[src/rtl/ram_tester_pkg.sv]
// ram_tester_pkg: shared types and helpers for the RAM built-in self-test.
//   state_t : top-level sequencer states
//   ERR_W   : width of the saturating miscompare counter
//   pat()   : test pattern for one word; callers truncate the result to DW
//             (data widths up to 32 bits).
package ram_tester_pkg;

   localparam int ERR_W = 16;

   typedef enum logic [2:0] {
      IDLE,
      WRITE,
      READ,
      DRAIN,
      DONE
   } state_t;

   // Address zero-extended and XORed with the seed; inv selects the
   // complemented pattern used by the optional second pass.
   function automatic logic [31:0] pat(input logic [31:0] addr,
                                       input logic [31:0] seed,
                                       input logic        inv);
      logic [31:0] p;
      p = addr ^ seed;
      return inv ? ~p : p;
   endfunction

endpackage

[src/rtl/ram_tester_checker.sv]
// ram_tester_checker: read-back compare path.
//   Delays each issued read address and its expected word by two stages to
//   line up with the RAM's read latency, compares against rdata, keeps a
//   saturating miscompare count and captures the first failing address.
// Ports:
//   clk, rst          clock, async active-high reset
//   clr               clears the count, first-error capture and pipeline
//   in_vld/in_last    a read address is being registered this edge / it is
//                     the last one of the pass
//   in_addr, in_exp   that address and its expected data
//   rdata             RAM read data
//   cmp_err           stage-2 slot valid and miscompared (combinational)
//   cmp_last          stage-2 slot holds the last read of the pass
//   err_count, first_err_valid, first_err_addr   results
module ram_tester_checker
   import ram_tester_pkg::*;
#(
   parameter int AW = 10,
   parameter int DW = 10
) (
   input  logic             clk,
   input  logic             rst,
   input  logic             clr,
   input  logic             in_vld,
   input  logic             in_last,
   input  logic [AW-1:0]    in_addr,
   input  logic [DW-1:0]    in_exp,
   input  logic [DW-1:0]    rdata,
   output logic             cmp_err,
   output logic             cmp_last,
   output logic [ERR_W-1:0] err_count,
   output logic             first_err_valid,
   output logic [AW-1:0]    first_err_addr
);

   localparam int STAGES = 2;

   // Stage 1 is loaded on the same edge the address reaches the RAM port;
   // stage 2 on the edge the RAM latches it, so rdata matches stage 2.
   logic [STAGES:1]         vld_pipe;
   logic [STAGES:1]         last_pipe;
   logic [STAGES:1][AW-1:0] addr_pipe;
   logic [STAGES:1][DW-1:0] exp_pipe;

   always_ff @(posedge clk or posedge rst) begin
      if (rst) begin
         vld_pipe  <= '0;
         last_pipe <= '0;
         addr_pipe <= '0;
         exp_pipe  <= '0;
      end else begin
         vld_pipe  <= clr ? '0 : {vld_pipe[STAGES-1:1], in_vld};
         last_pipe <= clr ? '0 : {last_pipe[STAGES-1:1], in_last};
         addr_pipe <= {addr_pipe[STAGES-1:1], in_addr};
         exp_pipe  <= {exp_pipe[STAGES-1:1], in_exp};
      end
   end

   assign cmp_err  = vld_pipe[STAGES] && (rdata != exp_pipe[STAGES]);
   assign cmp_last = vld_pipe[STAGES] && last_pipe[STAGES];

   always_ff @(posedge clk or posedge rst) begin
      if (rst) begin
         err_count       <= '0;
         first_err_valid <= 1'b0;
         first_err_addr  <= '0;
      end else if (clr) begin
         err_count       <= '0;
         first_err_valid <= 1'b0;
         first_err_addr  <= '0;
      end else if (cmp_err) begin
         if (err_count != '1)
            err_count <= err_count + ERR_W'(1);
         if (!first_err_valid) begin
            first_err_valid <= 1'b1;
            first_err_addr  <= addr_pipe[STAGES];
         end
      end
   end

endmodule

[src/rtl/ram_tester.sv]
// ram_tester: BIST initiator for a single-port synchronous RAM.
//   On an accepted start it writes pat(a) to every word, reads every word
//   back and reports miscompares. Owns the RAM port while busy is high.
// Optional build macro:
//   RAM_TESTER_INV_PASS_EN  adds a second write/read pass with ~pat(a);
//                           errors accumulate across both passes.
// Ports:
//   clk, rst                        clock, async active-high reset
//   start, seed                     run request (IDLE/DONE only), pattern seed
//   busy, done, pass                run status; pass valid with done
//   err_count                       saturating miscompare count
//   first_err_valid, first_err_addr first miscompare of the run
//   mem_we, mem_address, mem_wdata  registered RAM port
//   mem_rdata                       RAM read data
module ram_tester
   import ram_tester_pkg::*;
#(
   parameter int AW = 10,
   parameter int DW = 10
) (
   input  logic             clk,
   input  logic             rst,
   input  logic             start,
   input  logic [DW-1:0]    seed,
   output logic             busy,
   output logic             done,
   output logic             pass,
   output logic [ERR_W-1:0] err_count,
   output logic             first_err_valid,
   output logic [AW-1:0]    first_err_addr,
   output logic             mem_we,
   output logic [AW-1:0]    mem_address,
   output logic [DW-1:0]    mem_wdata,
   input  logic [DW-1:0]    mem_rdata
);

   localparam logic [AW-1:0] ADDR_MAX = '1;

   state_t        state, state_d;
   logic          we_d, busy_d, done_d, pass_d, rd_d, clr;
   logic [AW-1:0] addr_d;
   logic [DW-1:0] wdata_d, seed_q, seed_d, pat_d;
   logic          inv_nx;
   logic          cmp_err, cmp_last;

`ifdef RAM_TESTER_INV_PASS_EN
   logic inv_q;

   always_ff @(posedge clk or posedge rst) begin
      if (rst) inv_q <= 1'b0;
      else     inv_q <= inv_nx;
   end
`else
   assign inv_nx = 1'b0;
`endif

   always_comb begin
      state_d = state;
      we_d    = mem_we;
      addr_d  = mem_address;
      busy_d  = busy;
      done_d  = done;
      pass_d  = pass;
      seed_d  = seed_q;
      rd_d    = 1'b0;
      clr     = 1'b0;
`ifdef RAM_TESTER_INV_PASS_EN
      inv_nx  = inv_q;
`endif
      case (state)
         IDLE, DONE: begin
            if (start) begin
               state_d = WRITE;
               clr     = 1'b1;
               seed_d  = seed;
               busy_d  = 1'b1;
               done_d  = 1'b0;
               pass_d  = 1'b0;
               we_d    = 1'b1;
               addr_d  = '0;
`ifdef RAM_TESTER_INV_PASS_EN
               inv_nx  = 1'b0;
`endif
            end
         end
         WRITE: begin
            if (mem_address == ADDR_MAX) begin
               state_d = READ;
               we_d    = 1'b0;
               addr_d  = '0;
               rd_d    = 1'b1;
            end else begin
               addr_d  = mem_address + AW'(1);
            end
         end
         READ: begin
            // Last address stays on the port through DRAIN.
            if (mem_address == ADDR_MAX) begin
               state_d = DRAIN;
            end else begin
               addr_d  = mem_address + AW'(1);
               rd_d    = 1'b1;
            end
         end
         DRAIN: begin
            if (cmp_last) begin
`ifdef RAM_TESTER_INV_PASS_EN
               if (!inv_q) begin
                  inv_nx  = 1'b1;
                  state_d = WRITE;
                  we_d    = 1'b1;
                  addr_d  = '0;
               end else
`endif
               begin
                  state_d = DONE;
                  busy_d  = 1'b0;
                  done_d  = 1'b1;
                  // The final compare retires on this edge, fold it in.
                  pass_d  = (err_count == '0) && !cmp_err;
               end
            end
         end
         default: state_d = IDLE;
      endcase
      // One pattern generator serves both the write data and the expected
      // read data, since a port cycle is either a write or a read.
      pat_d   = DW'(pat(32'(addr_d), 32'(seed_d), inv_nx));
      wdata_d = we_d ? pat_d : mem_wdata;
   end

   always_ff @(posedge clk or posedge rst) begin
      if (rst) begin
         state       <= IDLE;
         mem_we      <= 1'b0;
         mem_address <= '0;
         mem_wdata   <= '0;
         busy        <= 1'b0;
         done        <= 1'b0;
         pass        <= 1'b0;
         seed_q      <= '0;
      end else begin
         state       <= state_d;
         mem_we      <= we_d;
         mem_address <= addr_d;
         mem_wdata   <= wdata_d;
         busy        <= busy_d;
         done        <= done_d;
         pass        <= pass_d;
         seed_q      <= seed_d;
      end
   end

   ram_tester_checker #(
      .AW (AW),
      .DW (DW)
   ) u_checker (
      .clk             (clk),
      .rst             (rst),
      .clr             (clr),
      .in_vld          (rd_d),
      .in_last         (rd_d && (addr_d == ADDR_MAX)),
      .in_addr         (addr_d),
      .in_exp          (pat_d),
      .rdata           (mem_rdata),
      .cmp_err         (cmp_err),
      .cmp_last        (cmp_last),
      .err_count       (err_count),
      .first_err_valid (first_err_valid),
      .first_err_addr  (first_err_addr)
   );

endmodule

[config.mk]
export PLATFORM = sky130hd
export DESIGN_NAME = ram_tester
export DESIGN_NICKNAME = d
export VERILOG_FILES = /design/src/rtl/ram_tester_pkg.sv /design/src/rtl/ram_tester_checker.sv /design/src/rtl/ram_tester.sv
export SDC_FILE = /design/constraint.sdc
export NUM_CORES = 1
export LEC_CHECK = 0
export CAP_MARGIN = 20
export CORE_UTILIZATION = 55
export DETAILED_ROUTE_END_ITERATION = 10
export GPL_ROUTABILITY_DRIVEN = 0
export GPL_TIMING_DRIVEN = 0
export PLACE_DENSITY_LB_ADDON = 0.08
export SETUP_SLACK_MARGIN = 0.05
export SLEW_MARGIN = 10
export SYNTH_ARGS = -nofsm -noshare
export SYNTH_HDL_FRONTEND = slang
export SYNTH_HIERARCHICAL = 1
export SYNTH_SLANG_ARGS = --single-unit
[constraint.sdc]
create_clock -name clk -period 6.8 [get_ports clk]
set_input_delay 1.02 -clock clk [delete_from_list [all_inputs] [get_ports clk]]
set_output_delay 1.02 -clock clk [all_outputs]
set_load 0.05 [all_outputs]
==> results of run 1 <==
[metal layers]
layer / GRT usage [%] / vias up / wire length [um] / part of all wire (%)
met5: 0 / - / 0 / 0
met4: 9.60 / 0 / 278 / 2.7
met3: 5.10 / 28 / 557 / 5.4
met2: 39.8 / 145 / 5110 / 49
met1: 34.6 / 1690 / 4450 / 43
li1: - / 1580 / - / -
[sequential cells by signal, summed over array words and instances, names as in the netlist]
signal and cells:
u_checker/vld_pipe 2, u_checker/first_err_valid 1, u_checker/exp_pipe 20, u_checker/last_pipe 2
state 3, mem_we 1, mem_address 10, u_checker/addr_pipe 20
u_checker/err_count 16, u_checker/first_err_addr 10, pass 1, busy 1
seed_q 10, done 1, mem_wdata 10
[stage by stage]
stage	util, %	instance area, um2	hold slack [ns]	setup slack (ns)
6_report	70.8	5870	0.339	3.64
5_1_grt	70.8	5870	0.338	3.38
4_1_cts	70.8	5870	0.342	3.69
3_5_place_dp	68.3	5670	0.335	3.31
3_3_place_gp	67.9	5640	0.333	2.80
2_1_floorplan	-	4770	0.331	3.94
[path summary, 6_finish.rpt]
check	end	slack [ns]	cells after the start
max reg2reg	u_checker/last_pipe[1]$_DFF_PP0_	3.64	12
min in group asynchronous	u_checker/err_count[0]$_DFFE_PP0P_	1.00	2
min reg2reg	u_checker/addr_pipe[18]$_DFF_PP0_	0.34	0
max	u_checker/last_pipe[1]$_DFF_PP0_	3.64	12
max in group asynchronous	done$_DFFE_PP0P_	5.09	2
min	u_checker/addr_pipe[18]$_DFF_PP0_	0.34	0
[critical path, cell delays in order (launching register included)]
cell	delay [ns]
dfrtp_1	0.50
ha_1	0.19
clkbuf_1	0.28
inv_1	0.11
nor3_2	0.32
inv_2	0.11
ha_1	0.29
nor3b_1	0.18
a21oi_1	0.06
o32ai_1	0.40
nand3_1	0.20
nor4_2	0.30
nor2b_1	0.16
[layout by cell type (no fill, tap or decap), types with 7 or more instances in the layout]
| master | n |
|---|---|
| a21oi_1 | 16 |
| clkbuf_8 | 10 |
| clkdlybuf4s50_1 | 73 |
| dfrtp_1 | 108 |
| inv_1 | 9 |
| mux2_2 | 14 |
| mux2_4 | 7 |
| mux2i_1 | 11 |
| nand2_1 | 13 |
| nand3_1 | 17 |
| nand4_1 | 9 |
| nor2_1 | 22 |
| nor2b_1 | 8 |
| o21ai_0 | 12 |
| o31ai_1 | 7 |
| or4_1 | 7 |
| xor2_1 | 20 |
[Yosys cell counts, types with 4 or more instances]
cell and instances:
nand4_1 9, xor2_1 20, nor2_1 22, nand3_1 17, or3_1 6, mux2_4 7
or4_1 7, a21oi_1 16, mux2_2 14, inv_1 11, nor2b_1 8, clkbuf_1 4
mux2i_1 11, nor3_1 5, nor4_2 5, o21ai_0 12, xnor2_1 4, buf_2 4
nand2_1 13, o31ai_1 7, dfrtp_1 108
[kinds of logic (layout without fill, tap and decap cells)]
group / Yosys count / after routing
compound gates: 66 / 66
xor+xnor: 25 / 25
fa+ha+maj: 3 / 3
buf+inv: 27 / 117
flops: 108 / 108
mux: 34 / 34
simple gates: 126 / 126
[layout make-up]
| type | count | area, um2 | area share [%] |
|---|---|---|---|
| inverter | 13 | 51.3 | 0.874 |
| tap | 105 | 131 | 2.24 |
| clock buffer | 10 | 138 | 2.34 |
| sequential | 108 | 2700 | 46.0 |
| buffer | 14 | 86.3 | 1.47 |
| clock inverter | 6 | 67.6 | 1.15 |
| multi-input combinational | 254 | 1940 | 33.0 |
| timing repair buffer | 74 | 758 | 12.9 |
[power by group]
part / switching, mW / leakage [nW] / total [mW] / internal, mW
Clock: 0.232 / 0.103 / 0.386 / 0.154
Combinational: 0.681 / 0.992 / 1.10 / 0.423
Sequential: 0.112 / 1.37 / 0.968 / 0.855
==> metrics.csv, run 1 <==
stage,metric,value,unit
sta,Slew HR,47.5,%
placed_design,HPWL after DPL,7530,um
synthesis,Mapped Area,4770,um2
clock_network,setup bufs post-CTS,0,
drt,Via density,5.90,
synthesis,Syn Area/Cell,12.3,um2
clock_network,"Hold-fix buffers, CTS",0,
drt,Initial DRC Count,155,
cells_and_area,Layout area overhead,23.0,%
floorplan,Core ar.,8300,um2
floorplan,starting density of the core,57.5,%
synthesis,Synth Area in Compound Gates,10.1,%
worst_hold_path,hold crit path type,reg2reg,
synthesis,sequential fraction of the synthesis area,56.6,%
worst_setup_path,CP Max Fanout,8,
sta,"Slew Viols, Final",0,
clock_network,Worst-Skew Late Latency,0.37,ns
synthesis,number of synthesized flops with an enable pin,0,
sta,RSZ-0062 raised after global routing,false,
clock_network,CTS H-Tree Depth,3,
clock_network,CTS resizes,0,
clock_network,CTS tree,built,
cells_and_area,FILL cells,641,
global_routing,GRT Resource Usage Total,25.2,%
drt,vias,3443,
run,max-capacitance violation count,0,
power,power per standard cell area,418,nW/um2
worst_setup_path,crit path DAT,3.46,ns
synthesis,Synth area leaders,"dfrtp_1, xor2_1, mux2_2, mux2i_1, mux2_4",
sta,f_max,317,MHz
floorplan,Die X,95.2,um
drt,Final ANT Viol Nets,0,
drt,DRC,0,
clock_network,Clock Tree Buf Depth,2,
synthesis,Gate Count Post-Synth,389,
synthesis,Yosys reg bits,108,
cells_and_area,Finished Layout Cells,584,
power,leak pwr,2.46,nW
drt,Routed WL,10400,um
worst_setup_path,Worst Setup SP,mem_address[1]$_DFF_PP0_,
synthesis,post-synthesis adder-cell area fraction,0.786,%
worst_hold_path,worst hold start,u_checker/addr_pipe[8]$_DFF_PP0_,
global_routing,initial antenna violation count,0,
global_routing,number of global-route vias before repair,3402,
sta,Final Setup Violations,0,
synthesis,Yosys top cell by area,dfrtp_1,
synthesis,yosys warns,6,
placed_design,port bufs,73,
floorplan,IO Count,74,
synthesis,post-synth top area share,56.6,%
sta,Tightest Pin Transition,0.786,ns
worst_setup_path,CP Capture Type,register,
clock_network,total CTS buffers,9,
worst_setup_path,Crit Path Class,reg2reg,
sta,clock skew,0.0158,ns
sta,TNS Setup,0,ns
synthesis,Synth Flop Type,dfrtp_1,
clock_network,clock net sink count,108,
drt,First-pass DRT Iterations,4,
floorplan,row cnt,33,
run_status,status,"finished, final reports clean",
synthesis,Synth cell types,77,
global_routing,maximum number of pins on one net before global-route repair,53,
synthesis,main combinational cell family by area after synthesis,simple AND/OR/NAND/NOR gates,
placed_design,Placed Cells,568,
power,Max IR drop VDD,0.296,mV
cells_and_area,fin nets,500,
cells_and_area,share of cells above drive strength 1,16.5,%
sta,"Hold Vio Cnt, Final",0,
global_routing,total gr overflow,0,
global_routing,global-route wire length before repair,17200,um
synthesis,Async SR Flop Fraction,100,%
sta,fin crit period,3.16,ns
floorplan,die height,95.2,um
drt,WL per Instance,17.8,um
clock_network,clk root buf,clkbuf_8,
synthesis,multiplexer share of the synthesized area,8.28,%
cells_and_area,Ant. Diodes,0,
synthesis,Synthesized Nets,415,
worst_setup_path,worst r2r src,mem_address[1]$_DFF_PP0_,
worst_setup_path,crit start category,register,
clock_network,"Reg clk slew, reported paths",0.11,ns
worst_setup_path,Critical Path RT,7.10,ns
synthesis,Simple-Gate Fraction of Synth Area,16.7,%
floorplan,Die Area,9060,um2
power,Tot Pwr,2.46,mW
sta,final worst-path cycle share,46.5,%
synthesis,xor/xnor share of the synthesized area,4.74,%
Note: power is estimated with default switching activity, not from simulation.
==> run 2, diff against run 1 <==
--- a/config.mk
+++ b/config.mk
@@ -6,7 +6,7 @@
 export NUM_CORES = 1
 export LEC_CHECK = 0
 export CAP_MARGIN = 20
-export CORE_UTILIZATION = 55
+export CORE_UTILIZATION = 49
 export DETAILED_ROUTE_END_ITERATION = 10
 export GPL_ROUTABILITY_DRIVEN = 0
 export GPL_TIMING_DRIVEN = 0
==> constraint.sdc (replaced) <==
create_clock -name clk -period 2.59 [get_ports clk]
set_input_delay 0.3885 -clock clk [delete_from_list [all_inputs] [get_ports clk]]
set_output_delay 0.3885 -clock clk [all_outputs]
set_load 0.05 [all_outputs]
==> metrics.csv, run 2 (same netlist as run 1, synthesis figures left out) <==
stage,metric,value,unit,change
global_routing,global-route wire length before repair,17100,um,"was 17,200 um"
floorplan,die height,101,um,was 95.2 um
worst_hold_path,hold crit path type,reg2reg,,unchanged
floorplan,Die Area,10100,um2,was 9060 um2
clock_network,clk root buf,clkbuf_8,,unchanged
sta,f_max,407,MHz,was 317 MHz
clock_network,Worst-Skew Late Latency,0.37,ns,about the same
cells_and_area,Layout area overhead,26.0,%,was 23.0%
clock_network,clock net sink count,108,,unchanged
cells_and_area,Ant. Diodes,0,,unchanged
floorplan,Die X,101,um,was 95.2 um
power,leak pwr,2.52,nW,was 2.46 nW
worst_setup_path,"Slowest-stage cell, CP",dfrtp_2,,was dfrtp_1
global_routing,number of global-route vias before repair,3356,,"was 3,402"
clock_network,"Reg clk slew, reported paths",0.12,ns,was 0.11 ns
clock_network,total CTS buffers,9,,unchanged
drt,DRC,0,,unchanged
placed_design,HPWL after DPL,7380,um,was 7530 um
run,max-capacitance violation count,0,,unchanged
sta,Hold WS,0.358,ns,was 0.339 ns
global_routing,GRT Resource Usage Total,22.1,%,was 25.2%
drt,Routed WL,10500,um,"was 10,400 um"
sta,Tightest Pin Transition,0.773,ns,was 0.786 ns
drt,Via density,5.57,,was 5.90
floorplan,row cnt,35,,was 33
drt,WL per Instance,17.2,um,was 17.8 um
sta,"Hold Vio Cnt, Final",0,,unchanged
worst_setup_path,CP max stage delay,0.47,ns,was 0.50 ns
floorplan,IO Count,74,,unchanged
sta,fin crit period,2.46,ns,was 3.16 ns
sta,final worst-path cycle share,94.9,%,was 46.5%
floorplan,starting density of the core,51.2,%,was 57.5%
power,Tot Pwr,6.68,mW,was 2.46 mW
drt,vias,3423,,"was 3,443"
cells_and_area,"commonest non-fill, non-tap cell in the layout",dfrtp_1,,unchanged
worst_setup_path,crit start category,register,,unchanged
global_routing,maximum number of pins on one net before global-route repair,46,,was 53
clock_network,CTS H-Tree Depth,3,,unchanged
clock_network,"Hold-fix buffers, CTS",0,,unchanged
power,power per standard cell area,1110,nW/um2,was 418 nW/um2
worst_setup_path,"Critical Path, Cell by Cell",nand4_1 > nor3_4 > inv_2 > ha_1 > nor3b_2 > a21oi_2 > o32ai_4 > buf_4 > xor2_1 > mux2_2,,was ha_1 > clkbuf_1 > inv_1 > nor3_2 > inv_2 > ha_1 > nor3b_1 > a21oi_1 > o32ai_1 > nand3_1 > nor4_2 > nor2b_1
power,Max IR drop VDD,0.775,mV,was 0.296 mV
cells_and_area,fin nets,506,,was 500
cells_and_area,final core utilization,64.5,%,was 70.8%
sta,Slew HR,48.4,%,was 47.5%
placed_design,dpl ws,-0.299,ns,was 3.31 ns
cells_and_area,share of cells above drive strength 1,21.0,%,was 16.5%
global_routing,total gr overflow,0,,unchanged
sta,"Slew Viols, Final",0,,unchanged
sta,Final Setup Violations,0,,unchanged
sta,RSZ-0062 raised after global routing,false,,unchanged
worst_setup_path,crit path DAT,2.71,ns,was 3.46 ns
worst_setup_path,critical path's top delay family,simple AND/OR/NAND/NOR gates,,unchanged
drt,First-pass DRT Iterations,6,,was 4
worst_setup_path,Buf/Inv on CP,2,,was 3
floorplan,Core ar.,9330,um2,was 8300 um2
worst_setup_path,Crit Path Class,reg2reg,,unchanged
drt,Final ANT Viol Nets,0,,unchanged
clock_network,CTS tree,built,,unchanged
run_status,status,"finished, final reports clean",,unchanged
global_routing,initial antenna violation count,0,,unchanged
worst_setup_path,Critical Path RT,2.84,ns,was 7.10 ns
drt,Initial DRC Count,185,,was 155
sta,fin worst setup slack,0.133,ns,was 3.64 ns
sta,clock skew,0.0112,ns,was 0.0158 ns
worst_setup_path,CP Max Fanout,9,,was 8
cells_and_area,largest registers,"u_checker/addr_pipe x20, u_checker/exp_pipe x20, u_checker/err_count x16",,unchanged
placed_design,port bufs,73,,unchanged
clock_network,Clock Tree Buf Depth,2,,unchanged
cells_and_area,most frequent cells in the layout,"dfrtp_1, clkdlybuf4s50_1, nor2_1",,unchanged
worst_setup_path,CP Capture Type,register,,unchanged
-- run 2: cell types whose count changed in the layout (fill, tap and decap cells not counted), moves of 2 or more --
cell,change
dfrtp_2,+7
clkbuf_2,+3
inv_8,+2
clkbuf_1,-4
inv_6,-2
dfrtp_1,-7
a21oi_1,-2
buf_4,+7
a21oi_2,+2
-- run 2: metrics by stage --
stage	cells	TNS (ns)	area [um2]
CTS	610	0	5960
global route	614	0	6010
floorplan	389	0	4790
detailed placement	592	-6.11	5700
finish	614	0	6010
global placement	591	-58.24	5680
-- run 2: what timing repair did --
| item | in CTS | in global routing |
|---|---|---|
| pin swaps | 0 | 3 |
| gates resized for setup | 4 | 12 |
| buffers inserted | 2 | 5 |
| setup endpoints to repair | 19 | 18 |
-- run 2: area by class of cell --
class                      count  area, um2
buffer                        13       88.8
inverter                      13       51.3
clock inverter                 7       93.8
tap                          129        161
sequential                   108       2710
multi-input combinational    254       1980
clock buffer                   9        124
timing repair buffer          81        803
fill                         738       3310
-- run 2: worst register-to-register path, cell delays in order, from the launching register on --
cell     delay [ns]
dfrtp_2        0.47
nand4_1        0.24
nor3_4         0.30
inv_2          0.09
ha_1           0.30
nor3b_2        0.05
a21oi_2        0.18
o32ai_4        0.12
buf_4          0.16
xor2_1         0.17
mux2_2         0.26
-- run 2: where the power goes --
part / internal (mW) / switching (mW)
logic: 1.20 / 1.85
registers: 2.25 / 0.291
clock network: 0.474 / 0.616
total: 3.92 / 2.75
-- run 2: layer usage --
| metal | share of wire (%) | track usage, % | routed length, um | vias to the layer above |
|---|---|---|---|---|
| met5 | 0 | 0 | 0 | - |
| met1 | 45 | 31.2 | 4760 | 1681 |
| met3 | 5.3 | 3.74 | 558 | 17 |
| met4 | 1.6 | 7.47 | 172 | 0 |
| met2 | 48 | 34.9 | 5060 | 126 |
| li1 | - | - | - | 1599 |
-- run 2: final timing paths --
kind	from	end	slack (ns)	cells after the start
worst max-delay path	mem_address[6]$_DFF_PP0_	mem_wdata[0]$_DFFE_PP0P_	0.13	10
worst min-delay path	u_checker/addr_pipe[3]$_DFF_PP0_	u_checker/addr_pipe[13]$_DFF_PP0_	0.36	0
worst max register to register	mem_address[6]$_DFF_PP0_	mem_wdata[0]$_DFFE_PP0P_	0.13	10
worst min register to register	u_checker/addr_pipe[3]$_DFF_PP0_	u_checker/addr_pipe[13]$_DFF_PP0_	0.36	0
max in group asynchronous	rst	mem_address[0]$_DFF_PP0_	1.48	2
min in group asynchronous	rst	u_checker/exp_pipe[15]$_DFF_PP0_	0.38	2
==> run 3, diff against run 2 <==
--- a/config.mk
+++ b/config.mk
@@ -5,11 +5,12 @@
 export SDC_FILE = /design/constraint.sdc
 export NUM_CORES = 1
 export LEC_CHECK = 0
-export CAP_MARGIN = 20
+export CAP_MARGIN = 10
 export CORE_UTILIZATION = 49
 export DETAILED_ROUTE_END_ITERATION = 10
 export GPL_ROUTABILITY_DRIVEN = 0
 export GPL_TIMING_DRIVEN = 0
+export HOLD_SLACK_MARGIN = 0.05
 export PLACE_DENSITY_LB_ADDON = 0.08
 export SETUP_SLACK_MARGIN = 0.05
 export SLEW_MARGIN = 10
==> results of run 3 <==
The final DEF is identical to that of run 2; final timing and power are the same.
